[config.mk]
export PLATFORM = sky130hd
export DESIGN_NAME = eth_tx_framer
export DESIGN_NICKNAME = d
export VERILOG_FILES = /design/src/rtl/eth_tx_framer.sv
export SDC_FILE = /design/constraint.sdc
export NUM_CORES = 1
export LEC_CHECK = 0
export CELL_PAD_IN_SITES_DETAIL_PLACEMENT = 0
export CELL_PAD_IN_SITES_GLOBAL_PLACEMENT = 1
export CORE_AREA = 8 8 111 113
export CTS_CLUSTER_DIAMETER = 50
export DETAILED_ROUTE_END_ITERATION = 8
export DIE_AREA = 0 0 119 121
export HOLD_SLACK_MARGIN = 0.08
export PLACE_DENSITY = 0.88
export SYNTH_ARGS = -nofsm -noshare
export SYNTH_HDL_FRONTEND = slang
export SYNTH_SLANG_ARGS = --single-unit
[constraint.sdc]
create_clock -name clk -period 2.5 [get_ports clk]
set_input_delay 0.75 -clock clk [delete_from_list [all_inputs] [get_ports clk]]
set_output_delay 0.75 -clock clk [all_outputs]
set_load 0.005 [all_outputs]
[src/rtl/eth_tx_framer.sv]
// Byte-wide Ethernet MAC transmit framer: preamble, SFD, body, optional pad, FCS and inter-frame gap.
// Define ETH_TX_AUTO_PAD_EN to pad short bodies with zeros up to the 64-byte minimum frame.
module eth_tx_framer #(
  parameter int DATA_WIDTH     = 8,
  parameter int PREAMBLE_LEN   = 7,
  parameter int MIN_FRAME_SIZE = 64,
  parameter int MAX_FRAME_SIZE = 1518,
  parameter int IFG_BYTES      = 12
) (
  input  logic                  clk,
  input  logic                  rst_n,
  input  logic [DATA_WIDTH-1:0] s_data,
  input  logic                  s_valid,
  input  logic                  s_last,
  output logic                  s_ready,
  output logic [DATA_WIDTH-1:0] tx_data,
  output logic                  tx_en,
  output logic                  busy,
  output logic                  frame_done,
  output logic                  err_underrun,
  output logic                  err_oversize
);

`ifdef ETH_TX_AUTO_PAD_EN
  localparam bit PAD_EN = 1'b1;
`else
  localparam bit PAD_EN = 1'b0;
`endif

  localparam logic [10:0] BODY_MIN = 11'(MIN_FRAME_SIZE - 4);
  localparam logic [10:0] BODY_MAX = 11'(MAX_FRAME_SIZE - 4);
  localparam logic [4:0]  PRE_LAST = 5'(PREAMBLE_LEN - 1);
  // The IDLE cycle and the first PRE cycle (tx_en still low) complete the gap,
  // so back-to-back frames see exactly IFG_BYTES idle line cycles.
  localparam logic [4:0]  IFG_LAST = 5'(IFG_BYTES - 2);
  localparam logic [31:0] CRC_INIT = 32'hFFFF_FFFF;
  localparam logic [31:0] CRC_POLY = 32'hEDB8_8320;

  typedef enum logic [2:0] {IDLE, PRE, SFD, DATA, PAD, DRAIN, FCS, IFG} state_t;

  state_t                  state, state_nxt;
  logic [4:0]              cnt, cnt_nxt;
  logic [31:0]             crc, crc_nxt;
  logic [10:0]             byte_cnt, byte_cnt_nxt;
  logic [DATA_WIDTH-1:0]   tx_data_nxt;
  logic                    tx_en_nxt, done_nxt, underrun_nxt, oversize_nxt;
  logic [31:0]             fcs;

  function automatic logic [31:0] crc_byte(input logic [31:0] c, input logic [DATA_WIDTH-1:0] d);
    logic [31:0] r;
    r = c ^ {{(32-DATA_WIDTH){1'b0}}, d};
    for (int i = 0; i < DATA_WIDTH; i++) begin
      r = r[0] ? ((r >> 1) ^ CRC_POLY) : (r >> 1);
    end
    return r;
  endfunction

  assign s_ready = (state == DATA) || (state == DRAIN);
  assign busy    = (state != IDLE);
  assign fcs     = ~crc;

  always_comb begin
    state_nxt    = state;
    cnt_nxt      = cnt;
    crc_nxt      = crc;
    byte_cnt_nxt = byte_cnt;
    tx_data_nxt  = '0;
    tx_en_nxt    = 1'b0;
    done_nxt     = 1'b0;
    underrun_nxt = 1'b0;
    oversize_nxt = 1'b0;
    case (state)
      IDLE: begin
        crc_nxt      = CRC_INIT;
        byte_cnt_nxt = '0;
        cnt_nxt      = '0;
        if (s_valid) state_nxt = PRE;
      end
      PRE: begin
        tx_data_nxt = 8'h55;
        tx_en_nxt   = 1'b1;
        if (cnt == PRE_LAST) begin
          cnt_nxt   = '0;
          state_nxt = SFD;
        end else begin
          cnt_nxt = cnt + 5'd1;
        end
      end
      SFD: begin
        tx_data_nxt = 8'hD5;
        tx_en_nxt   = 1'b1;
        state_nxt   = DATA;
      end
      DATA: begin
        if (!s_valid) begin
          underrun_nxt = 1'b1;
          state_nxt    = DRAIN;
        end else if (byte_cnt >= BODY_MAX) begin
          // A body byte beyond the limit is swallowed; a final one needs no drain.
          oversize_nxt = 1'b1;
          byte_cnt_nxt = BODY_MAX + 11'd1;
          state_nxt    = s_last ? IFG : DRAIN;
        end else begin
          tx_data_nxt  = s_data;
          tx_en_nxt    = 1'b1;
          crc_nxt      = crc_byte(crc, s_data);
          byte_cnt_nxt = byte_cnt + 11'd1;
          if (s_last) state_nxt = (PAD_EN && (byte_cnt + 11'd1 < BODY_MIN)) ? PAD : FCS;
        end
      end
      PAD: begin
        tx_en_nxt    = 1'b1;
        crc_nxt      = crc_byte(crc, '0);
        byte_cnt_nxt = byte_cnt + 11'd1;
        if (byte_cnt + 11'd1 >= BODY_MIN) state_nxt = FCS;
      end
      DRAIN: begin
        if (s_valid && s_last) begin
          cnt_nxt   = '0;
          state_nxt = IFG;
        end
      end
      FCS: begin
        tx_data_nxt = fcs[8*cnt[1:0] +: 8];
        tx_en_nxt   = 1'b1;
        if (cnt[1:0] == 2'd3) begin
          done_nxt     = 1'b1;
          crc_nxt      = CRC_INIT;
          byte_cnt_nxt = '0;
          cnt_nxt      = '0;
          state_nxt    = IFG;
        end else begin
          cnt_nxt = cnt + 5'd1;
        end
      end
      IFG: begin
        if (cnt == IFG_LAST) begin
          cnt_nxt   = '0;
          state_nxt = IDLE;
        end else begin
          cnt_nxt = cnt + 5'd1;
        end
      end
      default: state_nxt = IDLE;
    endcase
  end

  always_ff @(posedge clk or negedge rst_n) begin
    if (!rst_n) begin
      state        <= IDLE;
      cnt          <= '0;
      crc          <= CRC_INIT;
      byte_cnt     <= '0;
      tx_data      <= '0;
      tx_en        <= 1'b0;
      frame_done   <= 1'b0;
      err_underrun <= 1'b0;
      err_oversize <= 1'b0;
    end else begin
      state        <= state_nxt;
      cnt          <= cnt_nxt;
      crc          <= crc_nxt;
      byte_cnt     <= byte_cnt_nxt;
      tx_data      <= tx_data_nxt;
      tx_en        <= tx_en_nxt;
      frame_done   <= done_nxt;
      err_underrun <= underrun_nxt;
      err_oversize <= oversize_nxt;
    end
  end

endmodule

==> run_results.csv <==
group,metric,value,unit
run_status,status,"finished, final reports clean",
sta,setup-violations-final,0,
synthesis,synth_top_cell_area_share,17.34,%
sta,worstMarginPinSlew,0.6000,ns
sta,drv_slew,0,
synthesis,yosys.area.top_type,"dfstp_2",
layout,final_core_util,55.49,%
floorplanning,io_pins,26,
drt,vias_per_cell,5.779,
place,numPlacedInstances,730,
place,io_buffers,25,
critical_path,crit_top_cell,"xnor2_1",
critical_path,cp.required,2.79,ns
global_routing,gr-total-overflow,0,
critical_path,crit_end,"crc[23]",
synthesis,synth_simple_gate_area_share,12.07,%
clocking,clkTransAtPathRegs,0.08,ns
clocking,cts_made_buffers,9,
critical_path,crit_arrival,2.76,ns
layout,nNetsFinal,622,
critical_path,crit_family,"XOR/XNOR gates",
synthesis,synth-compound-area-share,21.08,%
critical_path,r2r_end,"state[2]",
synthesis,synthArstFlopShare,100.0,%
sta,max_freq,405.2,MHz
synthesis,netlist-cell-type-count,58,
sta,setup_ws,0.03190,ns
synthesis,synth_top_family_by_area,"XOR/XNOR gates",
global_routing,grtUsageTotal,19.75,%
critical_path,end_kind,"register",
synthesis,syn_avg_cell_area,8.964,µm²
clocking,cts_sinks,63,
clocking,cts_tree,"done",
sta,slew_headroom,59.85,%
drt,drc_errors,0,
sta,setup-tns-final,0,ns
synthesis,synthFlopType,"dfstp_2",
clocking,clk-insertion-delay-late,0.36,ns
global_routing,grt_start_max_net_pins,42,
synthesis,synth.area.mux_share,3.715,%
clocking,cts.htree.levels,3,
sta,rsz0062_at_grt,"yes",
floorplanning,rows,38,
clocking,clk_path_buf_depth,2,
synthesis,ys_top_cells_by_area,"dfstp_2 (17%), dfrtp_1 (16%), xnor2_1 (14%)",
critical_path,cp-startpoint,"s_data[3]",
synthesis,synth-edff-count,0,
job,maxCapViolCount,0,
critical_path,critPathSlowestCell,"clkdlybuf4s50_1",
critical_path,r2r_setup_slack,0.16,ns
critical_path,path_depth,8,
sta,hold_violations,0,
floorplanning,die_w,119,µm
place,gp_congestion,0.9383,
drt,vias,4334,
critical_path,worstPathCellList,"clkdlybuf4s50_1, xnor2_2, xor3_2, xnor2_1, xnor2_1, o22ai_1, or2_1, o221a_2",
global_routing,grt_pass1_vias,4426,
critical_path,worstSetupPathType,"input port to register",
floorplanning,core-area,10600,µm²
floorplanning,die_area,14400,µm²
global_routing,antenna_found_initial,0,
floorplanning,start_util,45.74,%
critical_path,worst-path-buf-inv,1,
drt,drt-initial-drc-count,367,
place,dp_hpwl,9967,µm
global_routing,grt_pass1_wl,22690,µm
critical_path,max_stage_delay,0.46,ns
drt,drt_wl_total,13710,µm
place,pre_cts_ws,-0.5498,ns
synthesis,synth_commonest_cells,"xnor2_1 (76), o21ai_0 (70), nand2_1 (64)",
sta,period_needed,2.468,ns
floorplanning,die_h,121,µm
drt,wire_per_inst,18.27,µm
layout,final_cells,750,
drt,drt-pass1-iter-count,5,
critical_path,path_max_fanout,2,
synthesis,synth_xor_area_share,24.07,%
sta,period_share,98.72,%
layout,num_antenna_cells,0,
synthesis,syn_area,4850,µm²
sta,fin_skew,0.01111,ns
layout,drive_gt1_share,24.59,%
layout,synthToLayoutAreaGrowth,21.31,%
synthesis,yosys_warnings,0,
synthesis,synthAdderAreaFrac,1.290,%
synthesis,synth-seq-area-share,33.33,%
synthesis,ys_ff_latch,63,
critical_path,rr_startpoint,"byte_cnt[0]",
synthesis,synth_most_common_cell,"xnor2_1",
clocking,root_buffer,"clkbuf_8",
synthesis,syn_inst,541,
worst_hold_path,min_path_type,"input port to async pin",
critical_path,start_kind,"input port",
critical_path,reg2reg_depth,9,
synthesis,synth_nets,558,
drt,ant_nets,0,
-- what timing repair did --
item / 4_1_cts / 5_1_grt
setup buffers: 2 / 2
resized for setup: 5 / 10
endpoints found under the setup margin: 6 / 16
pin swaps: 0 / 1
hold buffers: 0 / 0
-- per-layer routing --
metal	part of all wire (%)	GRT usage [%]	vias to the layer above
li1	-	-	2021
met1	43	24.68	2089
met2	47	31.37	188
met3	7.1	4.141	36
met4	3.2	10.91	0
met5	0	0	-
-- cell families after synthesis --
kind of cell	count (synthesis)
compound gates	167
flops	63
mux	8
fa+ha+maj	5
xor+xnor	122
buf+inv	45
simple gates	131
-- state kept, by name, summed over array words and instances (netlist names) --
name and flops:
cnt 5, tx_en 1, frame_done 1, err_underrun 1, tx_data 8, crc 32
err_oversize 1, byte_cnt 11, state 3
-- worst min path at each step --
stage	startpoint	end	slack [ns]
final	rst_n	byte_cnt[6]	0.38
after global routing	rst_n	byte_cnt[6]	0.41
after CTS	rst_n	byte_cnt[6]	0.40
after detailed placement	crc[21]	crc[21]	0.47
after global placement	crc[21]	crc[21]	0.47
after floorplan	rst_n	byte_cnt[0]	0.45
-- per-stage QoR --
step	instance area [µm²]	hold slack, ns
after detailed placement	5587	0.4731
final	5883	0.3755
after global routing	5883	0.4131
after CTS	5796	0.3983
after global placement	5587	0.4741
after floorplan	4850	0.4544
-- layout make-up --
type / count / area, µm²
Tap cell: 140 / 175.2
Multi-Input combinational cell: 433 / 3112
Clock buffer: 10 / 137.6
Clock inverter: 6 / 45.04
Timing Repair Buffer: 92 / 772.0
Sequential cell: 63 / 1619
Inverter: 6 / 22.52
Fill cell: 938 / 4720
-- layout by cell type, fill, tap and decap left out, types with 23 or more instances in the layout --
master	synthesis	final
o21ai_0	70	70
xnor2_1	76	70
buf_4	6	65
nand2_1	64	64
a21oi_1	39	39
xor2_1	37	34
dfstp_2	32	32
dfrtp_1	31	29
nor2_1	28	28
clkdlybuf4s50_1	0	23
Power is not shown: default switching activity piles up to over one toggle a cycle in this logic, so the estimate is an artifact.
